$ cat config.mk
export PLATFORM = sky130hd
export DESIGN_NAME = code_guess_controller
export DESIGN_NICKNAME = d
export VERILOG_FILES = /design/src/rtl/code_guess_controller.sv
export SDC_FILE = /design/constraint.sdc
export NUM_CORES = 1
export LEC_CHECK = 0
export BUFFER_PORTS_ARGS = -buffer_cell sky130_fd_sc_hd__clkbuf_2
export CAP_MARGIN = 40
export CORE_MARGIN = 2
export CORE_UTILIZATION = 25
export CTS_BUF_LIST = sky130_fd_sc_hd__clkbuf_2
export CTS_CLUSTER_DIAMETER = 200
export DETAILED_ROUTE_END_ITERATION = 8
export GPL_ROUTABILITY_DRIVEN = 0
export RECOVER_POWER = 100
export SETUP_SLACK_MARGIN = 0.4
export SKIP_LAST_GASP = 1
export SYNTH_ARGS = -nofsm -noshare
export SYNTH_HDL_FRONTEND = slang
export SYNTH_SLANG_ARGS = --single-unit
$ cat constraint.sdc
create_clock -name clk_i -period 4.8 [get_ports clk_i]
set_clock_uncertainty 0.1 [all_clocks]
set_input_delay 0.72 -clock clk_i [delete_from_list [all_inputs] [get_ports clk_i]]
set_output_delay 0.72 -clock clk_i [all_outputs]
set_load 0.1 [all_outputs]
$ cat src/rtl/code_guess_controller.sv
// Round sequencer for the code lock: arms a nonzero LFSR secret, checks guesses, enforces tries and lockout.
// Optional magnitude hints are built only when HINT_EN is defined; all outputs are registered.
module code_guess_controller #(
  parameter int MAX_TRIES      = 3,
  parameter int LOCKOUT_CYCLES = 16
) (
  input  logic                           clk_i,
  input  logic                           rst_ni,
  input  logic                           start_i,
  input  logic [7:0]                     rand_in_i,
  output logic                           lfsr_enable_o,
  input  logic                           guess_valid_i,
  input  logic [7:0]                     guess_i,
  output logic                           guess_ready_o,
  output logic                           result_valid_o,
  output logic                           match_o,
  output logic                           too_high_o,
  output logic                           too_low_o,
  output logic                           unlocked_o,
  output logic                           locked_out_o,
  output logic [$clog2(MAX_TRIES+1)-1:0] tries_left_o
);

  localparam int TW = $clog2(MAX_TRIES + 1);
  localparam int CW = (LOCKOUT_CYCLES > 1) ? $clog2(LOCKOUT_CYCLES) : 1;

  localparam logic [2:0] S_IDLE     = 3'd0;
  localparam logic [2:0] S_ARM      = 3'd1;
  localparam logic [2:0] S_WAIT     = 3'd2;
  localparam logic [2:0] S_CHECK    = 3'd3;
  localparam logic [2:0] S_UNLOCKED = 3'd4;
  localparam logic [2:0] S_LOCKOUT  = 3'd5;

  logic [2:0]    state_q, state_d;
  logic [7:0]    secret_q, secret_d;
  logic [7:0]    guess_q, guess_d;
  logic [TW-1:0] tries_q, tries_d;
  logic [CW-1:0] cnt_q, cnt_d;
  logic          rv_q, rv_d;
  logic          match_q, match_d;
  logic          lfsr_en_q, ready_q, unlocked_q, locked_q;

  always_comb begin
    state_d  = state_q;
    secret_d = secret_q;
    guess_d  = guess_q;
    tries_d  = tries_q;
    cnt_d    = cnt_q;
    rv_d     = 1'b0;
    match_d  = match_q;
    case (state_q)
      S_IDLE: begin
        if (start_i) state_d = S_ARM;
      end
      S_ARM: begin
        // Zero is reserved as "no secret", so keep sampling until the LFSR moves off it.
        if (rand_in_i != 8'h00) begin
          secret_d = rand_in_i;
          tries_d  = TW'(MAX_TRIES);
          state_d  = S_WAIT;
        end
      end
      S_WAIT: begin
        if (start_i) begin
          state_d = S_ARM;
        end else if (guess_valid_i) begin
          guess_d = guess_i;
          state_d = S_CHECK;
        end
      end
      S_CHECK: begin
        rv_d    = 1'b1;
        match_d = (guess_q == secret_q);
        tries_d = (tries_q != '0) ? tries_q - 1'b1 : '0;
        if (match_d) begin
          state_d = S_UNLOCKED;
        end else if (tries_q <= TW'(1)) begin
          state_d = S_LOCKOUT;
          cnt_d   = CW'(LOCKOUT_CYCLES - 1);
        end else begin
          state_d = S_WAIT;
        end
      end
      S_UNLOCKED: begin
        if (start_i) state_d = S_ARM;
      end
      S_LOCKOUT: begin
        if (cnt_q == '0) state_d = S_IDLE;
        else             cnt_d   = cnt_q - 1'b1;
      end
      default: state_d = S_IDLE;
    endcase
    if (state_d == S_ARM) match_d = 1'b0;
  end

  always_ff @(posedge clk_i or negedge rst_ni) begin
    if (!rst_ni) begin
      state_q    <= S_IDLE;
      secret_q   <= 8'h00;
      guess_q    <= 8'h00;
      tries_q    <= '0;
      cnt_q      <= '0;
      rv_q       <= 1'b0;
      match_q    <= 1'b0;
      lfsr_en_q  <= 1'b1;
      ready_q    <= 1'b0;
      unlocked_q <= 1'b0;
      locked_q   <= 1'b0;
    end else begin
      state_q    <= state_d;
      secret_q   <= secret_d;
      guess_q    <= guess_d;
      tries_q    <= tries_d;
      cnt_q      <= cnt_d;
      rv_q       <= rv_d;
      match_q    <= match_d;
      lfsr_en_q  <= (state_d != S_WAIT) && (state_d != S_CHECK);
      ready_q    <= (state_d == S_WAIT);
      unlocked_q <= (state_d == S_UNLOCKED);
      locked_q   <= (state_d == S_LOCKOUT);
    end
  end

`ifdef HINT_EN
  logic high_q, low_q;

  always_ff @(posedge clk_i or negedge rst_ni) begin
    if (!rst_ni) begin
      high_q <= 1'b0;
      low_q  <= 1'b0;
    end else if (state_d == S_ARM) begin
      high_q <= 1'b0;
      low_q  <= 1'b0;
    end else if (state_q == S_CHECK) begin
      high_q <= (guess_q > secret_q);
      low_q  <= (guess_q < secret_q);
    end
  end

  assign too_high_o = high_q;
  assign too_low_o  = low_q;
`else
  assign too_high_o = 1'b0;
  assign too_low_o  = 1'b0;
`endif

  assign lfsr_enable_o  = lfsr_en_q;
  assign guess_ready_o  = ready_q;
  assign result_valid_o = rv_q;
  assign match_o        = match_q;
  assign unlocked_o     = unlocked_q;
  assign locked_out_o   = locked_q;
  assign tries_left_o   = tries_q;

endmodule

=== Word-level counts from Yosys, hierarchy flattened ===
Index checks and enable logic that the tools add are counted.

* Register bits: 31
* Output and inout bits: 10
* Input bits: 20

* Bitwise gates (word level): 1
* Reduce and logical (&&, ||, !) cells: 13
* Add/subtract/negate cells: 2
* Muxes and demuxes: 18
* Equal/unequal tests: 16
* Magnitude comparators: 1

{| class="wikitable"
|+ Operators with widths
! operator !! number
|-
| $mux W3 || 7
|-
| $pmux W3 S5 || 1
|-
| $eq A3 B3 Y1 const B || 4
|-
| $mux W4 || 3
|-
| $eq A3 B2 Y1 const B || 3
|-
| $eq A8 B8 Y1 || 1
|-
| $ne A2 B2 Y1 const B || 4
|-
| $pmux W4 S2 || 1
|-
| $reduce_bool A2 Y1 || 4
|-
| $reduce_bool A8 Y1 || 1
|-
| $eq A3 B1 Y1 const B || 2
|-
| $ne A3 B2 Y1 const B || 2
|-
| $logic_not A4 Y1 || 1
|-
| $mux W2 || 2
|-
| $pmux W2 S2 || 1
|-
| $reduce_and A2 Y1 || 2
|-
| $reduce_and A4 Y1 || 1
|-
| $sub A4 B1 Y4 const B || 1
|-
| $logic_not A3 Y1 || 1
|-
| $mux W1 || 3
|-
| $reduce_and A3 Y1 || 1
|-
| $le A2 B1 Y1 const B || 1
|-
| $reduce_or A2 Y1 || 1
|-
| $sub A2 B1 Y2 const B || 1
|-
| other kinds (2) || 2
|}

=== Longest topological paths before layout ===
Gate-level depths: netlist of the first run.

* Word-level depth: 6
* Gate-level depth with buffers: 7

=== Worst setup path after synthesis of the first run ===
Ideal clock, no wire load.

* Path kind: input port to flip-flop
* Start point: input rand_in_i[1]
* End point: register secret_q[0]
* Stages on the path: 4
* Library setup time: 125 ps
* Required time: 4575 ps
* Arrival: 1686 ps
* Path slack: 2889 ps
* Path through: nor4_1 a21boi_2 buf_6 mux2_4

* Cells in the longest elaborated chain, start to end: 2

{| class="wikitable"
|+ Ends and longest elaborated chain
! element !! line !! RTL
|-
| start, declared || 10 || <nowiki>input logic [7:0] rand_in_i,</nowiki>
|-
| $reduce_bool A8 Y1 || 57 || <nowiki>if (rand_in_i != 8'h00) begin</nowiki>
|-
| $reduce_and A2 Y1 (no line) || - ||
|-
| end signal, assigned || 111 || <nowiki>secret_q <= secret_d;</nowiki>
|-
| end, declared || 35 || <nowiki>logic [7:0] secret_q, secret_d;</nowiki>
|}

Every way passes these cells.
A chain may end at the register's enable or synchronous reset.

=== Worst setup path after layout of the first run ===
* Start point: register state_q[1]
* End point: register secret_q[4]

* Cells in the longest elaborated chain, start to end: 2

{| class="wikitable"
|+ Ends and longest elaborated chain
! element !! line !! RTL
|-
| start, declared || 34 || <nowiki>logic [2:0] state_q, state_d;</nowiki>
|-
| start signal, assigned || 110 || <nowiki>state_q <= state_d;</nowiki>
|-
| $eq A3 B1 Y1 || 51 || <nowiki>case (state_q)</nowiki>
|-
| $reduce_and A2 Y1 (no line) || - ||
|}

Every way passes these cells.

==> results of run 1 <==
==> power by group through the flow <==
stage | registers (mW) | logic, mW | clock network, mW
finish | 0.469 | 0.522 | 0.127
global placement | 0.475 | 0.529 | 0
floorplan | 0.615 | 0.306 | 0
detailed placement | 0.478 | 0.541 | 0
CTS | 0.472 | 0.541 | 0.133
global route | 0.488 | 0.568 | 0.150
==> flip-flops by register name (all words and copies together), names as in the netlist <==
name / cells
cnt_q: 4
guess_ready_o: 1
unlocked_o: 1
tries_left_o: 2
lfsr_enable_o: 1
result_valid_o: 1
secret_q: 8
state_q: 3
locked_out_o: 1
match_o: 1
guess_q: 8
==> cells in the mapped netlist, drive strengths merged, types with 2 or more instances <==
cell type	number
nand2b	3
buf	4
o21ai	7
nand4	2
xnor2	8
and2	2
a21oi	8
nand3	2
nand2	5
inv	5
dfrtp	30
nor2	4
nor4	2
nand3b	2
mux2	15
and3	2
==> worst max-delay path, delay by kind of cell, from the launching register on <==
family | cells | cell delay, ns
AOI/OAI and AO/OA | 1 | 1.49
DFF | 1 | 0.48
muxes | 1 | 0.40
and+or+nand+nor | 1 | 0.42
==> layout make-up <==
cell class | instances | area share [%]
timing repair buffer | 27 | 7.59
clock inverter | 2 | 0.460
inverter | 5 | 1.15
multi-input combinational | 78 | 35.9
tap | 72 | 5.52
clock buffer | 6 | 1.84
sequential | 31 | 47.6
==> logic make-up (layout without fill, tap and decap cells) <==
logic type | Yosys count | count (layout) | synth area share [%]
AO/OA/AOI/OAI | 23 | 23 | 10.9
buffers and inverters | 9 | 40 | 3.51
other | 1 | 2 | 0.263
AND/OR/NAND/NOR | 29 | 29 | 11.9
multiplexers | 15 | 15 | 13.2
adder cells (fa/ha/maj) | 1 | 1 | 0.877
XOR/XNOR | 8 | 8 | 4.91
flip-flops | 31 | 31 | 54.5
==> worst max path at each step <==
stage / to
2_1_floorplan: secret_q[0]
3_3_place_gp: guess_q[4]
3_5_place_dp: secret_q[4]
4_1_cts: lfsr_enable_o
5_1_grt: lfsr_enable_o
6_report: secret_q[4]
==> metal layers <==
metal	share of wire, %	track usage [%]
met1	45	13.7
met2	44	14.9
met3	8.4	4.75
met4	2.6	5.17
met5	0	0
==> flow_summary_export.csv, run 1 <==
group,metric,value,unit
power_and_ir_drop,netSwitchingPower,0.507,mW
timing,rsz0062_at_grt,"no",
synthesis,synth_area_leaders,"dfrtp_1 53%, mux2_1 7.9%, mux2_4 5.3%",
status,run_status,"finished with violations",
finish,syn_to_final_growth,14.5,%
floorplan,die_area,6330,µm²
synthesis,seq_area_frac_synth,54.5,%
critical_path,cpMaxStageDelayCell,"a21boi_0",
finish,multi_input_area,586,µm²
critical_path,endpoint_kind,"flop",
cts,clk_pin_slew_worst_paths,0.17,ns
cts,cts_htree_levels,2,
synthesis,syn_area_per_cell,12.2,µm²
synthesis,ys_seq_elements,31,
cts,clock_latency,0.38,ns
status,violations,"capacitance limit, slew limit",
critical_path,setup.worst_path.start,"state_q[1]",
global_route,grt_start_max_net_pins,32,
critical_path,crit_fanout,12,
detailed_routing,drt-vias-per-instance,4.42,
cts,cts.sinks,31,
critical_path,cp.arrival,3.18,ns
floorplan,fp.dieW,79.5,µm
critical_path,required,4.97,ns
global_route,grt_pass1_wl,4970,µm
cts,cts_setup_buffers,0,
global_route,track_usage,10.6,%
global_route,grt.overflow.total,0,
synthesis,synth_cell_types,38,
floorplan,ios,30,
placed_design,place_inst,213,
synthesis,synth-main-ff-cell,"dfrtp_1",
placed_design,dp_slack,2.63,ns
min_path,hold_depth,1,
timing,finalSetupTns,0,ns
power_and_ir_drop,power.density,684,nW/µm²
critical_path,startpoint_type,"flop",
synthesis,synth_area_leader_cell,"dfrtp_1",
timing,hold_slack,0.420,ns
timing,post-route-min-period,3.01,ns
synthesis,netlist_instances,117,
critical_path,r2r-end,"secret_q[4]",
critical_path,rr_worst_depth,3,
finish,final_util,29.7,%
timing,worst_slew_pin_slew,1.89,ns
timing,setup_viol_count_final,0,
timing,fin_crit_sh,62.8,%
detailed_routing,drc,0,
synthesis,yosysWarnings,0,
finish,final_common_cell,"dfrtp_1",
placed_design,place_hpwl,2080,µm
finish,stdcell_count,221,
power_and_ir_drop,power.share.sequential,41.9,%
placed_design,numPortBuffers,27,
min_path,holdPathEnd,"tries_left_o[0]",
floorplan,start_util,25.9,%
finish,layout_common_cells,"30 x dfrtp_1, 24 x clkbuf_2, 10 x mux2_1",
finish,fillers,584,
critical_path,crit_chain,"nor3b_1, a21boi_0, mux2_1",
timing,hold_viol,0,
synthesis,netlist_area,1430,µm²
power_and_ir_drop,peakVddDrop,0.235,mV
finish,nNetsFinal,169,
floorplan,die-height,79.5,µm
floorplan,placementRows,27,
finish,antenna_cells,0,
timing,fmax,332,MHz
power_and_ir_drop,p_clk_share,11.4,%
critical_path,r2r_slack,1.79,ns
detailed_routing,drtIter0Drc,51,
placed_design,dpl_cell_area,1620,µm²
detailed_routing,via_count,976,
synthesis,async_reset_ff_share,100,%
power_and_ir_drop,pwr-share-comb,46.7,%
power_and_ir_drop,intPower,0.611,mW
synthesis,netlist.area_leader.share,52.6,%
cts,numCtsBuffers,5,
min_path,holdCritPathClass,"reg2reg",
detailed_routing,drt_pre_antenna_iters,4,
cts,clock-root-buffer,"clkbuf_2",
min_path,min_from,"tries_left_o[0]",
detailed_routing,totalWireLength,2830,µm
floorplan,fp.coreArea,5510,µm²
job,maxCapViolations,2,
finish,final_cell_area,1630,µm²
critical_path,cpPeakStageDelay,1.49,ns
detailed_routing,antenna_left,0,
global_route,antenna_found_initial,0,
power_and_ir_drop,p_leak,0.728,nW
cts,clk_path_buf_depth,2,
detailed_routing,post_drt_wl_per_cell,12.8,µm
timing,slew_headroom,-27.5,%
timing,layout_setup_ws,1.79,ns
critical_path,worstSetupPathType,"reg2reg",
finish,seqCellArea,777,µm²
cts,postCtsHoldBufs,0,
global_route,grt_pass1_vias,1021,
synthesis,synth_edf_count,0,
finish,layout-drive-gt1-share,20.8,%
cts,cts_tree,"done",
cts,cts_resized,0,
power_and_ir_drop,switching_share,45.4,%
critical_path,r2r-start,"state_q[1]",
power_and_ir_drop,total_power,1.12,mW
timing,final_max_slew_viol_count,45,
No activity file was read; power rests on OpenSTA's default activity.
==> run 2: changes to the inputs <==
==> constraint.sdc (replaced) <==
create_clock -name clk_i -period 2.6 [get_ports clk_i]
set_clock_uncertainty 0.1 [all_clocks]
set_input_delay 0.39 -clock clk_i [delete_from_list [all_inputs] [get_ports clk_i]]
set_output_delay 0.39 -clock clk_i [all_outputs]
set_load 0.1 [all_outputs]
==> run 2 against run 1 <==
  * The flow now finishes without violations
  * Die area unchanged
  * First-iteration DRC count decreased by 5.9%
  * Hold slack got worse by 0.29 ns
  * Cell count increased by 0.45%
  * Global-route usage decreased by 0.13 points
  * Power increased by 78%
  * Sequential power increased by 84%
  * Register-to-register slack got worse by 1.1 ns
  * Sequential share of layout area increased by 0.29 points
  * Setup slack got worse by 1.4 ns
  * Final area decreased by 0.61%
  * Critical endpoint is now lfsr_enable_o
==> flow_summary_export.csv, run 2 (synthesis results as in run 1) <==
group,metric,value,unit
critical_path,crit_path_end,"lfsr_enable_o",
timing,rsz0062_at_grt,"no",
finish,layout_common_cells,"30 x dfrtp_1, 25 x clkbuf_2, 15 x mux2_1",
timing,fin_crit_sh,86.4,%
critical_path,setup.worst_path.start,"lfsr_enable_o",
global_route,grt_pass1_wl,5010,µm
critical_path,r2r-start,"state_q[1]",
detailed_routing,drt-vias-per-instance,4.39,
cts,cts.sinks,31,
finish,layout-drive-gt1-share,18.0,%
floorplan,die_area,6330,µm²
timing,post-route-min-period,2.25,ns
finish,syn_to_final_growth,13.8,%
global_route,grt_pass1_vias,1015,
floorplan,die-height,79.5,µm
detailed_routing,drc,0,
detailed_routing,antenna_left,0,
timing,slew_headroom,22.7,%
status,run_status,"finished clean",
finish,final_util,29.5,%
cts,numCtsBuffers,5,
critical_path,crit_family,"buffers and inverters",
power_and_ir_drop,power.density,1220,nW/µm²
placed_design,place_hpwl,2010,µm
detailed_routing,drt_pre_antenna_iters,4,
critical_path,crit_chain,"clkbuf_1",
job,maxCapViolations,0,
min_path,holdCritPathClass,"in2reg",
finish,fillers,581,
detailed_routing,post_drt_wl_per_cell,12.5,µm
global_route,track_usage,10.5,%
finish,antenna_cells,0,
critical_path,rr_worst_depth,3,
global_route,antenna_found_initial,0,
timing,worst_slew_pin_slew,1.16,ns
cts,cts_htree_levels,2,
critical_path,required,2.11,ns
critical_path,crit_fanout,1,
timing,fmax,445,MHz
critical_path,worst-path-buf-inv,1,
power_and_ir_drop,peakVddDrop,0.354,mV
min_path,min_from,"guess_i[4]",
timing,hold_viol,0,
finish,final_common_cell,"dfrtp_1",
floorplan,ios,30,
detailed_routing,via_count,974,
critical_path,r2r_slack,0.69,ns
cts,clk_path_buf_depth,2,
critical_path,cpMaxStageDelayCell,"clkbuf_1",
cts,cts_tree,"done",
critical_path,startpoint_type,"flop",
global_route,grt.overflow.total,0,
floorplan,fp.coreArea,5510,µm²
floorplan,placementRows,27,
floorplan,start_util,25.9,%
cts,clk_pin_slew_worst_paths,0.16,ns
critical_path,worstSetupPathType,"reg2out",
timing,final_max_slew_viol_count,0,
critical_path,cp.arrival,1.76,ns
finish,nNetsFinal,170,
timing,setup_viol_count_final,0,
critical_path,endpoint_kind,"output port",
cts,clock-root-buffer,"clkbuf_2",
cts,clock_latency,0.35,ns
floorplan,fp.dieW,79.5,µm
finish,reg_top3,"guess_q (8), secret_q (8), cnt_q (4)",
critical_path,r2r-end,"secret_q[6]",
power_and_ir_drop,p_leak,0.718,nW
global_route,grt_start_max_net_pins,32,
detailed_routing,totalWireLength,2790,µm
placed_design,numPortBuffers,27,
critical_path,cpPeakStageDelay,0.85,ns
detailed_routing,drtIter0Drc,48,
critical_path,cp_num_cells,1,
timing,finalSetupTns,0,ns
==> run 2: changes by cell type in the layout (fill, tap and decap cells not counted) <==
| cell | previous run | this run |
|---|---|---|
| a221oi_2 | 1 | 0 |
| a21boi_2 | 0 | 1 |
| clkbuf_1 | 9 | 8 |
| a21boi_0 | 1 | 0 |
| mux2_4 | 5 | 0 |
| clkbuf_2 | 24 | 25 |
| a221oi_1 | 0 | 1 |
| mux2_1 | 10 | 15 |
| dlygate4sd3_1 | 0 | 1 |
==> run 2: what timing repair did <==
action,CTS,global route
hold buffers,1,0
hold endpoints to repair,14,0
resized for setup,0,0
setup buffers,0,0
==> run 2: worst min path at each step <==
stage / slack, ns / end / cells after the start
after global routing: 0.1 / guess_q[4] / 2
after CTS: 0.11 / guess_q[4] / 2
after global placement: 0.39 / tries_left_o[0] / 1
after floorplan: -0.006 / cnt_q[0] / 0
final: 0.13 / guess_q[4] / 2
after detailed placement: 0.39 / tries_left_o[0] / 1
==> run 2: routing by layer <==
metal	GRT usage [%]	routed length (µm)	up-vias
li1	-	-	472
met1	14.1	1310	473
met2	15.3	1250	24
met3	3.62	171	5
met4	4.14	53	0
met5	0	0	-
==> run 2: through the flow <==
step                      worst slack [ns]  hold slack, ns  instance area [µm²]  cells  total power, mW
after floorplan                      0.862        -0.00559                 1430    118             1.70
after global placement               0.734           0.393                 1620    213             1.86
after detailed placement             0.690           0.393                 1620    213             1.88
after CTS                            0.681           0.107                 1670    222             2.11
after global routing                 0.286          0.0996                 1620    222             2.15
final                                0.354           0.131                 1620    222             1.99
==> run 2: worst register-to-register path, stage by stage, from the launching register on <==
cell and delay (ns):
dfrtp_1 0.46, nor3b_1 0.32, a21boi_2 0.53, mux2_1 0.39
==> run 2: where the power goes <==
| part | switching, mW | internal (mW) |
|---|---|---|
| logic | 0.592 | 0.308 |
| clock network | 0.160 | 0.0648 |
| registers | 0.160 | 0.703 |
==> run 2: cell type report <==
class | instances | area, µm² | area share, %
Timing Repair Buffer | 28 | 135 | 8.33
Sequential cell | 31 | 777 | 47.9
Inverter | 5 | 18.8 | 1.16
Clock buffer | 6 | 30.0 | 1.85
Clock inverter | 2 | 7.51 | 0.463
Tap cell | 72 | 90.1 | 5.55
Multi-Input combinational cell | 78 | 564 | 34.8
==> run 3: changes to the inputs <==
--- a/config.mk
+++ b/config.mk
@@ -9,7 +9,6 @@
 export CAP_MARGIN = 40
 export CORE_MARGIN = 2
 export CORE_UTILIZATION = 25
-export CTS_BUF_LIST = sky130_fd_sc_hd__clkbuf_2
 export CTS_CLUSTER_DIAMETER = 200
 export DETAILED_ROUTE_END_ITERATION = 8
 export GPL_ROUTABILITY_DRIVEN = 0
==> constraint.sdc (replaced) <==
create_clock -name clk_i -period 2 [get_ports clk_i]
set_clock_uncertainty 0.1 [all_clocks]
set_input_delay 0.3 -clock clk_i [delete_from_list [all_inputs] [get_ports clk_i]]
set_output_delay 0.3 -clock clk_i [all_outputs]
set_load 0.1 [all_outputs]
==> run 3 against run 2 <==
  * Wire length grew 7.6%
  * Clock power is 130% higher
  * Global-route usage fell by 0.30 points
  * Critical path depth grew 3
  * Setup slack lost 0.077 ns
  * Cell count up 6.3%
  * Register-to-register slack worse by 0.41 ns
  * Die area is the same
==> flow_summary_export.csv, run 3 (synthesis results as in run 1) <==
group,metric,value,unit
status,run_status,"finished clean",
cts,numCtsBuffers,5,
power_and_ir_drop,p_leak,0.869,nW
min_path,holdCritPathClass,"in2reg",
job,maxCapViolations,0,
timing,fin_crit_sh,86.1,%
cts,clk_path_buf_depth,2,
floorplan,die_area,6330,µm²
timing,setup_viol_count_final,0,
critical_path,cp.arrival,1.78,ns
finish,final_cell_area,1910,µm²
global_route,antenna_found_initial,0,
finish,final_util,34.6,%
detailed_routing,post_drt_wl_per_cell,12.7,µm
floorplan,die-height,79.5,µm
timing,rsz0062_at_grt,"yes",
critical_path,endpoint_kind,"flop",
detailed_routing,via_count,1044,
floorplan,placementRows,27,
power_and_ir_drop,total_power,3.21,mW
detailed_routing,totalWireLength,3000,µm
cts,clk_pin_slew_worst_paths,0.06,ns
critical_path,crit_fanout,8,
floorplan,fp.coreArea,5510,µm²
timing,worst_slew_pin_slew,0.755,ns
timing,finalSetupTns,0,ns
critical_path,crit_chain,"clkbuf_4, nor2_2, nand3_1, mux2_1",
floorplan,start_util,25.9,%
critical_path,worstSetupPathType,"reg2reg",
critical_path,cpPeakStageDelay,0.46,ns
placed_design,dp_slack,0.113,ns
finish,layout_common_cells,"29 x dfrtp_1, 28 x clkbuf_2, 11 x mux2_1",
finish,reg_top3,"guess_q (8), secret_q (8), cnt_q (4)",
finish,layout-drive-gt1-share,40.2,%
floorplan,fp.dieW,79.5,µm
placed_design,numPortBuffers,27,
detailed_routing,drt-vias-per-instance,4.42,
critical_path,startpoint_type,"flop",
timing,slew_headroom,49.7,%
detailed_routing,drtIter0Drc,69,
cts,cts_tree,"done",
finish,nNetsFinal,184,
finish,syn_to_final_growth,33.6,%
timing,layout_setup_ws,0.277,ns
critical_path,cpMaxStageDelayCell,"mux2_1",
power_and_ir_drop,power.density,1690,nW/µm²
timing,final_max_slew_viol_count,0,
detailed_routing,drt_pre_antenna_iters,4,
timing,fmax,581,MHz
detailed_routing,drc,0,
cts,cts.sinks,31,
finish,final_common_cell,"dfrtp_1",
placed_design,dpl_cell_area,1650,µm²
global_route,grt_pass1_wl,4860,µm
global_route,grt.overflow.total,0,
global_route,track_usage,10.2,%
global_route,grt_start_max_net_pins,32,
timing,hold_slack,0.130,ns
critical_path,required,2.06,ns
cts,clock_latency,0.28,ns
detailed_routing,antenna_left,0,
global_route,grt_pass1_vias,1036,
power_and_ir_drop,peakVddDrop,0.508,mV
cts,cts_htree_levels,2,
finish,stdcell_count,236,
timing,hold_viol,0,
finish,antenna_cells,0,
floorplan,ios,30,
placed_design,place_inst,216,
timing,post-route-min-period,1.72,ns
placed_design,place_hpwl,2010,µm
cts,clock-root-buffer,"clkbuf_8",
## run 3: changes by cell type in the layout (fill, tap and decap cells not counted), moves of 4 or more
cell      previous run  this run
clkbuf_8             0         7
mux2_4               0         4
buf_4                0         7
clkbuf_1             8         1
mux2_1              15        11
## run 3: power by group
part           total, mW  internal, mW  switching, mW
registers           1.13         0.921          0.214
clock network      0.525         0.313          0.211
logic               1.55         0.661          0.894
## run 3: final cells by class
cell class,instances,area [µm²]
timing repair buffer,41,251
sequential,31,778
fill,559,3600
inverter,5,18.8
multi-input combinational,79,667
tap,72,90.1
clock buffer,8,100
## run 3: worst paths after layout
| check | startpoint | endpoint | slack [ns] | depth (start not counted) |
|---|---|---|---|---|
| max in group asynchronous | rst_ni | tries_left_o[1] | 0.68 | 3 |
| worst min-delay path | guess_i[0] | guess_q[0] | 0.13 | 2 |
| worst max-delay path | state_q[0] | guess_q[7] | 0.28 | 4 |
| worst min register to register | tries_left_o[0] | tries_left_o[0] | 0.40 | 1 |
| min in group asynchronous | rst_ni | secret_q[7] | 0.61 | 3 |
| worst max register to register | state_q[0] | guess_q[7] | 0.28 | 4 |
## run 3: timing repair
action / 4_1_cts / 5_1_grt
buffers inserted: 6 / 4
hold buffers: 1 / 0
pin swaps: 1 / 6
hold endpoints to repair: 30 / 0
endpoints found under the setup margin: 21 / 25
gates resized for setup: 6 / 17
gates cloned: 0 / 1
## run 3: layer usage
| layer | track usage (%) | share of wire (%) | wire [µm] |
|---|---|---|---|
| met4 | 4.66 | 1.1 | 34 |
| met3 | 3.85 | 5.7 | 170 |
| met1 | 12.9 | 46 | 1390 |
| met5 | 0 | 0 | 0 |
| met2 | 15.2 | 47 | 1410 |
## run 3: critical path: cells and delay by family, from the launching register on
family	cells	cell delay (ns)
simple gates	2	0.48
mux	1	0.46
flops	1	0.41
buf+inv	1	0.15
